[src/rtl/regfile_pkg.sv]
// Shared types and constants for the multi-read-port register file.
package regfile_pkg;

   typedef enum logic [0:0] {
      CLEAR = 1'b0,
      RUN   = 1'b1
   } state_t;

   localparam int XLEN_DEF = 32;
   localparam int NREG_DEF = 32;
   localparam int NRD_DEF  = 2;
   localparam int REG_ZERO = 0;

endpackage

[src/rtl/regfile_mp_if.sv]
// Read/write/issue bundle between decode-issue, writeback and the register file.
interface regfile_mp_if
   import regfile_pkg::*;
#(
   parameter int XLEN = XLEN_DEF,
   parameter int NREG = NREG_DEF,
   parameter int NRD  = NRD_DEF
);
   localparam int AW = $clog2(NREG);

   logic [NRD*AW-1:0]   ra;
   logic [NRD*XLEN-1:0] rdata;
   logic [NRD-1:0]      rbusy;
   logic                we;
   logic [AW-1:0]       wa;
   logic [XLEN-1:0]     wd;
   logic                iss_en;
   logic [AW-1:0]       iss_addr;
   logic                ready;

   modport master (
      output ra, we, wa, wd, iss_en, iss_addr,
      input  rdata, rbusy, ready
   );

   modport slave (
      input  ra, we, wa, wd, iss_en, iss_addr,
      output rdata, rbusy, ready
   );

endinterface

[src/rtl/regfile_scoreboard.sv]
// Pending-write busy bits with issue-over-writeback priority and registered per-port lookups.
module regfile_scoreboard
   import regfile_pkg::*;
#(
   parameter int NREG = NREG_DEF,
   parameter int NRD  = NRD_DEF,
   parameter int AW   = $clog2(NREG)
) (
   input  logic              clk,
   input  logic              reset,
   input  logic              en,
   input  logic              we,
   input  logic [AW-1:0]     wa,
   input  logic              iss_en,
   input  logic [AW-1:0]     iss_addr,
   input  logic [NRD*AW-1:0] ra,
   output logic [NRD-1:0]    rbusy
);

   logic [NREG-1:0] busy;
   logic [NREG-1:0] busy_nx;

   // Issue is applied after the write-clear so a same-cycle re-issue keeps the bit set.
   always_comb begin
      busy_nx = busy;
      if (we && (wa != AW'(REG_ZERO))) begin
         busy_nx[wa] = 1'b0;
      end
      if (iss_en && (iss_addr != AW'(REG_ZERO))) begin
         busy_nx[iss_addr] = 1'b1;
      end
   end

   always_ff @(posedge clk) begin
      if (reset) begin
         busy  <= '0;
         rbusy <= '0;
      end else if (en) begin
         busy <= busy_nx;
         for (int p = 0; p < NRD; p++) begin
            rbusy[p] <= busy_nx[ra[p*AW +: AW]];
         end
      end else begin
         rbusy <= '0;
      end
   end

endmodule

[src/rtl/regfile_mp.sv]
// Multi-read-port register file: x0 hardwired, write-to-read bypass, post-reset clear sweep.
//
//   state | meaning
//   CLEAR | zeroing mem[idx] one register per cycle; inputs ignored, outputs held 0
//   RUN   | normal read/write/issue operation, ready high
module regfile_mp
   import regfile_pkg::*;
#(
   parameter int XLEN = XLEN_DEF,
   parameter int NREG = NREG_DEF,
   parameter int NRD  = NRD_DEF
) (
   input logic         clk,
   input logic         reset,
   regfile_mp_if.slave bus
);

   localparam int AW = $clog2(NREG);

   localparam logic [0:0] S_CLEAR = CLEAR;
   localparam logic [0:0] S_RUN   = RUN;

   logic [XLEN-1:0] mem [NREG];
   logic [0:0]      state;
   logic [AW-1:0]   idx;
   logic            ready_q;
   logic            run;
   logic            wr_en;
   logic [XLEN-1:0] rd_next [NRD];
   logic [XLEN-1:0] rdata_q [NRD];

   assign run   = (state == S_RUN);
   assign wr_en = run && bus.we && (bus.wa != AW'(REG_ZERO));

   always_ff @(posedge clk) begin
      if (reset) begin
         state   <= S_CLEAR;
         idx     <= '0;
         ready_q <= 1'b0;
      end else if (state == S_CLEAR) begin
         idx <= idx + AW'(1);
         if (idx == AW'(NREG - 1)) begin
            state   <= S_RUN;
            ready_q <= 1'b1;
         end
      end
   end

   // Storage holds its contents while reset is asserted; the sweep clears it afterwards.
   always_ff @(posedge clk) begin
      if (!reset) begin
         if (!run) begin
            mem[idx] <= '0;
         end else if (wr_en) begin
            mem[bus.wa] <= bus.wd;
         end
      end
   end

   for (genvar p = 0; p < NRD; p++) begin : g_rd
      logic [AW-1:0] ra_p;
      assign ra_p       = bus.ra[p*AW +: AW];
      assign rd_next[p] = (ra_p == AW'(REG_ZERO))       ? '0     :
                          (bus.we && (bus.wa == ra_p))  ? bus.wd :
                                                          mem[ra_p];
      assign bus.rdata[p*XLEN +: XLEN] = rdata_q[p];
   end

   always_ff @(posedge clk) begin
      for (int p = 0; p < NRD; p++) begin
         if (reset || !run) begin
            rdata_q[p] <= '0;
         end else begin
            rdata_q[p] <= rd_next[p];
         end
      end
   end

   regfile_scoreboard #(
      .NREG (NREG),
      .NRD  (NRD),
      .AW   (AW)
   ) u_scoreboard (
      .clk      (clk),
      .reset    (reset),
      .en       (run),
      .we       (bus.we),
      .wa       (bus.wa),
      .iss_en   (bus.iss_en),
      .iss_addr (bus.iss_addr),
      .ra       (bus.ra),
      .rbusy    (bus.rbusy)
   );

   assign bus.ready = ready_q;

endmodule

[src/flat_wrapper.sv]
// flat-port wrapper written by rule: the top's interface ports become plain ports
module regfile_mp_flat import regfile_pkg::*;
#(
   parameter int XLEN = XLEN_DEF,
   parameter int NREG = NREG_DEF,
   parameter int NRD  = NRD_DEF
)
  (clk, reset, bus_ra, bus_we, bus_wa, bus_wd, bus_iss_en, bus_iss_addr, bus_rdata, bus_rbusy, bus_ready);
  regfile_mp_if #(.XLEN(XLEN), .NREG(NREG), .NRD(NRD)) bus_i ();
  input logic clk;
  input logic reset;
  input wire logic [$bits(bus_i.ra)-1:0] bus_ra;
  input wire logic [$bits(bus_i.we)-1:0] bus_we;
  input wire logic [$bits(bus_i.wa)-1:0] bus_wa;
  input wire logic [$bits(bus_i.wd)-1:0] bus_wd;
  input wire logic [$bits(bus_i.iss_en)-1:0] bus_iss_en;
  input wire logic [$bits(bus_i.iss_addr)-1:0] bus_iss_addr;
  output wire logic [$bits(bus_i.rdata)-1:0] bus_rdata;
  output wire logic [$bits(bus_i.rbusy)-1:0] bus_rbusy;
  output wire logic [$bits(bus_i.ready)-1:0] bus_ready;
  assign bus_i.ra = bus_ra;
  assign bus_i.we = bus_we;
  assign bus_i.wa = bus_wa;
  assign bus_i.wd = bus_wd;
  assign bus_i.iss_en = bus_iss_en;
  assign bus_i.iss_addr = bus_iss_addr;
  assign bus_rdata = bus_i.rdata;
  assign bus_rbusy = bus_i.rbusy;
  assign bus_ready = bus_i.ready;
  regfile_mp #(.XLEN(XLEN), .NREG(NREG), .NRD(NRD)) u_core (.clk(clk), .reset(reset), .bus(bus_i));
endmodule
[config.mk]
export PLATFORM = sky130hd
export DESIGN_NAME = regfile_mp_flat
export DESIGN_NICKNAME = d
export VERILOG_FILES = /design/src/rtl/regfile_pkg.sv /design/src/rtl/regfile_mp_if.sv /design/src/rtl/regfile_scoreboard.sv /design/src/rtl/regfile_mp.sv /design/src/flat_wrapper.sv
export SDC_FILE = /design/constraint.sdc
export NUM_CORES = 1
export LEC_CHECK = 0
export BUFFER_PORTS_ARGS = -buffer_cell sky130_fd_sc_hd__buf_2
export CORE_UTILIZATION = 40
export CTS_BUF_LIST = sky130_fd_sc_hd__clkbuf_8
export DETAILED_ROUTE_END_ITERATION = 16
export GPL_ROUTABILITY_DRIVEN = 0
export SYNTH_ARGS = -nofsm -noshare
export SYNTH_HDL_FRONTEND = slang
export SYNTH_SLANG_ARGS = --single-unit
[constraint.sdc]
create_clock -name clk -period 6.2 [get_ports clk]
set_input_delay 0.31 -clock clk [delete_from_list [all_inputs] [get_ports clk]]
set_output_delay 0.31 -clock clk [all_outputs]
set_load 0.01 [all_outputs]
After elaboration in Yosys (flattened, before gate mapping)
Memories as Yosys holds them, arrays and structs flattened.
Index checks and enable logic that the tools add are counted.
{"block": "op_classes", "add_sub_neg": 1, "order_cmp": 6, "n_eq_ne": 3, "n_mux": 31, "bitwise_logic": 6, "reduce_logical": 17}
{"op": "2-to-1 mux 32 bit", "count": 9}
{"op": "bitwise AND 32 bit", "count": 1}
{"op": "inverter 32 bit", "count": 1}
{"op": "bitwise OR 32 bit", "count": 1}
{"op": "OR reduction 32 bit", "count": 1}
{"op": "less-than comparator 5 x 6 -> 1 bit (second input constant)", "count": 4}
{"op": "2-to-1 mux 1 bit", "count": 17}
{"op": "binary-select mux 1 bit (select 5 bit)", "count": 2}
{"op": "demux 1 bit (select 5 bit)", "count": 2}
{"op": "== test 5 bit", "count": 2}
{"op": ">= comparator 5 x 1 -> 1 bit (second input constant)", "count": 2}
{"op": "zero test 5 bit", "count": 2}
{"op": "nonzero test 5 bit", "count": 2}
{"op": "logical AND 1 bit", "count": 8}
{"op": "adder 5 x 1 -> 5 bit (second input constant)", "count": 1}
{"op": "== test 5 bit (second input constant)", "count": 1}
{"op": "2-to-1 mux 5 bit", "count": 1}
{"op": "bitwise OR 1 bit", "count": 2}
{"op": "AND reduction 2 bit", "count": 1}
{"op": "OR reduction 2 bit", "count": 1}
{"op": "zero test 1 bit", "count": 1}
{"op": "logical OR 1 bit", "count": 1}
{"op": "inverter 1 bit", "count": 1}
{"block": "totals", "reg_bits": 41, "ram_bits": 1088, "inputBits": 56, "wordCells": 71, "mem_count": 2}
{"memory": "u_core.mem", "words": 32, "width": 32, "rd": 2, "rd_clocked_by_memory_dff": 0, "wr": 1, "line": "regfile_mp.sv:23", "text": "logic [XLEN-1:0] mem [NREG];"}
{"memory": "u_core.rdata_q", "words": 2, "width": 32, "rd": 2, "rd_clocked_by_memory_dff": 0, "wr": 2, "line": "regfile_mp.sv:30", "text": "logic [XLEN-1:0] rdata_q [NRD];"}

Depth between registers and ports, before layout
{"block": "depth", "word_depth": 11, "ltp_mapped": 9, "ltp_nobuf": 7}

Modules after synthesis
A second synthesis with hierarchy kept.
{"block": "unflattened", "cells_unflattened": 2886, "hier_area_um2": 52236.3}
{"module": "regfile_mp", "n_inst": 1, "cells_each": 2594, "area_per_inst_um2": 49950.4, "seq_area_each_um2": 32170.9}
{"module": "regfile_scoreboard", "n_inst": 1, "cells_each": 292, "area_per_inst_um2": 2285.9, "seq_area_each_um2": 680.7}

Least setup slack after synthesis
No wires, ideal clock.
{"block": "synth_timing", "path_type": "register to register", "startpoint": "reg u_core.state (netlist: u_core.run)", "endpoint": "mem u_core.mem[4][0] (netlist bit) (enable)", "setup_ns": 0.421, "t_arrival_ns": 3.191, "required_time_ns": 5.779, "setup_slack_ns": 2.588, "path_stages_with_launch": 10, "n_path_buf": 2, "synth_period_minus_slack_ns": 3.612, "path_cell_list": "dfxtp_1 > clkbuf_1 > nor2b_1 > nand2_1 > a21oi_1 > clkbuf_1 > nand3b_1 > o21ai_0 > nand2_1 > nor2_1"}
{"block": "synth_between", "elab_chain_cells": 8}
{"element": "start, declared", "line": "regfile_mp.sv:24", "text": "logic [0:0] state;"}
{"element": "start signal, assigned", "line": "regfile_mp.sv:37", "text": "state <= S_CLEAR;"}
{"element": "start signal, assigned", "line": "regfile_mp.sv:43", "text": "state <= S_RUN;"}
{"element": "logical AND 1 bit (2 in series)", "line": "regfile_mp.sv:33", "text": "assign wr_en = run && bus.we && (bus.wa != AW'(REG_ZERO));"}
{"element": "2-to-1 mux 1 bit", "line": "regfile_mp.sv:54", "text": "end else if (wr_en) begin"}
{"element": "2-to-1 mux 1 bit", "line": "regfile_mp.sv:52", "text": "if (!run) begin"}
{"element": "2-to-1 mux 1 bit", "line": "regfile_mp.sv:51", "text": "if (!reset) begin"}
{"element": "2-to-1 mux 1 bit (not written as such)", "line": "regfile_mp.sv:55", "text": "mem[bus.wa] <= bus.wd;"}
{"element": "OR reduction 32 bit (no source line)"}
{"element": "2-to-1 mux 5 bit (no source line) or 2-to-1 mux 1 bit (tied branches)"}
{"element": "end, declared", "line": "regfile_mp.sv:23"}
Parallel ways exist; a longest one is shown, timed or not.

Final worst setup path
{"block": "layout_timing", "startpoint": "reg u_core.state (netlist: u_core.run)", "endpoint": "mem u_core.mem[26][20] (netlist bit) (enable)"}
Same word-level chain as after synthesis.

==> qor.yml <==
setup_viol: 0
critical_path.startpoint: "u_core.run"
final_common_cell: "edfxtp_1"
cp_num_cells: 11
finalClockSkew_ns: 0.0437
critical_path.max_fanout: 35
crit_top_cell: "buf_4"
fp.coreArea_um2: 130000
p_leak_uw: 0.0181
min_period_over_period_pct: 74.6
route.detailed.drc: 0
cts_max_path_buffers: 3
cp_num_buf_inv: 4
wl_per_cell_um: 32.4
ioPinCount: 123
synthCells: 2963
r2r_cells: 11
tns_ns: 0
avgSynthCellArea_um2: 17.7
final_util_pct: 45.7
slew_headroom_pct: 10.5
mostFrequentLayoutCells: "1024 x edfxtp_1, 452 x mux4_2, 292 x mux2i_1"
required_ns: 6.77
reg2reg_to: "u_core.mem[26][20]"
area_growth_pct: 13.3
drt-total-wl_um: 164000
pre_cts_ws_ns: 1.71
htreeDepth: 4
p_per_area_nw_per_um2: 266
grt_pass1_wl_um: 235000
synth_cell_types: 60
worstMarginPinSlew_ns: 1.34
drtAntennaViolNets: 0
timing.rr.start: "u_core.run"
syn_area_um2: 52300
synth_nets: 3021
min_path_type: "input port to flop"
initial_core_util_pct: 40.4
fp.dieH_um: 364
final_layout_size_suffix_gt1_share_pct: 29.3
crit_type: "flop to flop"
grt_max_degree: 114
power.total_uw: 15800
hp-start: "bus_wa[3]"
first_pass_iters: 8
status: "finished, final reports clean"
postCtsHoldBufs: 46
maxSlewViolCount: 0
clock_latency_ns: 0.91
end_kind: "flop"
ys_seq_area_share_pct: 62.8
floorplan.rows: 132
cts.sinks: 1129
synth_seq_cells: 1129
reg2reg_slack_ns: 1.57
grt_util_all_layers_pct: 24.9
cts.repair.resized: 0
cpPeakStageDelay_ns: 0.95
numPortBuffers: 122
cts_tree: "built"
yosysWarnings: 0
cts_root_buffer: "clkbuf_8"
synthFlopType: "edfxtp_1"
numCtsBuffers: 187
dieArea_um2: 132000
die_w_um: 364
finalNetCount: 3211
path_cells: "buf_4 -> nor2b_1 -> buf_4 -> nand2_1 -> a21oi_4 -> buf_4 -> nand3b_1 -> o21ai_0 -> nand2_1 -> nor2_4 -> buf_4"
via_per_inst: 6.42
timing.fmax_mhz: 216
antenna_found_initial: 4
whs_path_depth: 5
drt_iter0_drc: 4155
async_flop_share_pct: 0
finalHoldViolations: 0
multi_input_area_um2: 18700
place_hpwl_um: 96700
grt_pass1_vias: 32852
ir_drop_mv: 0.260
synth-edff-count: 1024
rsz0062_at_grt: "false"
layout_min_cycle_time_ns: 4.63
grt_overflow: 0
cts_setup_buffers: 0
slowest_stage: "nor2_4"
drv_cap: 0
final-seq-area_um2: 32900
cp-start-kind: "flop"
fillCellCount: 11001
vias: 32474
cp.arrival_ns: 5.20
crit_family: "simple AND/OR/NAND/NOR gates"
worst_slack_ns: 1.57
clkTransAtPathRegs_ns: 0.05
hold_end: "u_core.u_scoreboard.busy[28]"
-- layer usage --
layer / routed length (µm) / GRT usage [%] / vias up
li1: - / - / 13000
met3: 14300 / 4.95 / 347
met1: 63200 / 32.9 / 17159
met5: 0 / 0 / -
met4: 6480 / 10.2 / 0
met2: 80000 / 40.2 / 1968
-- worst register-to-register path: cells and delay by family, from the launching register on --
| kind | cells | cell delay (ns) |
|---|---|---|
| compound gates | 2 | 0.62 |
| buf+inv | 4 | 1.66 |
| flops | 1 | 0.31 |
| simple gates | 5 | 1.75 |
-- power by group --
group          leakage [µW]  total, µW  internal [µW]  switching, µW
Combinational       0.00711       1120            443            673
Sequential          0.00892       8260           8230           27.9
Clock               0.00206       6390           3250           3140
-- flip-flops by register name, indices dropped and copies added (netlist names) --
register and flops:
u_core.mem 1024, u_core.rdata_q 64, u_core.u_scoreboard.busy 32, u_core.idx 5
u_core.u_scoreboard.rbusy 2, u_core.bus.ready 1, u_core.run 1
-- layout make-up --
| class | count | area share [%] |
|---|---|---|
| sequential | 1129 | 55.4 |
| inverter | 7 | 0.0465 |
| tap | 1742 | 3.68 |
| multi-input combinational | 1582 | 31.6 |
| clock buffer | 200 | 4.65 |
| timing repair buffer | 246 | 3.12 |
| antenna | 3 | 0.0127 |
| clock inverter | 150 | 1.43 |
-- worst max-delay path by stage --
stage | end
after floorplan | u_core.mem[4][0]
after global placement | u_core.mem[26][18]
after detailed placement | u_core.mem[26][18]
after CTS | u_core.mem[26][18]
after global routing | u_core.mem[26][20]
final | u_core.mem[26][20]
-- cell families (layout without fill, tap and decap cells) --
| family | count (synthesis) | after routing | synth area share (%) |
|---|---|---|---|
| AND/OR/NAND/NOR | 334 | 334 | 2.94 |
| buffers and inverters | 252 | 603 | 1.99 |
| AO/OA/AOI/OAI | 482 | 482 | 6.78 |
| adder cells (fa/ha/maj) | 2 | 2 | 0.0478 |
| other | 0 | 3 | 0 |
| flip-flops | 1129 | 1129 | 62.8 |
| multiplexers | 751 | 751 | 25.2 |
| XOR/XNOR | 13 | 13 | 0.218 |
-- metrics by stage --
| step | area [µm²] | hold slack, ns | cells |
|---|---|---|---|
| global placement | 55200 | 0.456 | 4660 |
| CTS | 59200 | 0.0626 | 5056 |
| global route | 59300 | 0.154 | 5058 |
| detailed placement | 55200 | 0.457 | 4660 |
| finish | 59300 | 0.189 | 5059 |
| floorplan | 52300 | 0.438 | 2963 |
-- synthesized netlist by cell type (all sizes together) (3+ instances only) --
master | instances | share of area (%)
nand2 | 69 | 0.50
nand4b | 3 | 0.050
nand3b | 8 | 0.11
o2111ai | 3 | 0.050
xnor2 | 3 | 0.050
nand2b | 5 | 0.060
a221oi | 128 | 2.1
nor4 | 5 | 0.060
o31ai | 7 | 0.10
mux2 | 6 | 0.14
a211oi | 45 | 0.65
mux4 | 453 | 20
or3b | 4 | 0.067
nor2b | 6 | 0.072
a31oi | 6 | 0.072
a22oi | 65 | 0.93
mux2i | 292 | 5.6
xor2 | 10 | 0.17
edfxtp | 1024 | 59
inv | 7 | 0.050
a22o | 16 | 0.27
and3 | 3 | 0.036
nor2 | 163 | 1.2
a311oi | 5 | 0.084
buf | 89 | 0.83
nor3 | 7 | 0.067
o21a | 8 | 0.11
clkbuf | 156 | 1.1
o21ai | 69 | 0.67
o211ai | 69 | 0.99
nor3b | 3 | 0.043
a32oi | 4 | 0.067
and2 | 33 | 0.39
a21oi | 48 | 0.46
dfxtp | 105 | 4.0
and3b | 4 | 0.067
nand3 | 12 | 0.11
(Power assumes the default switching activity.)
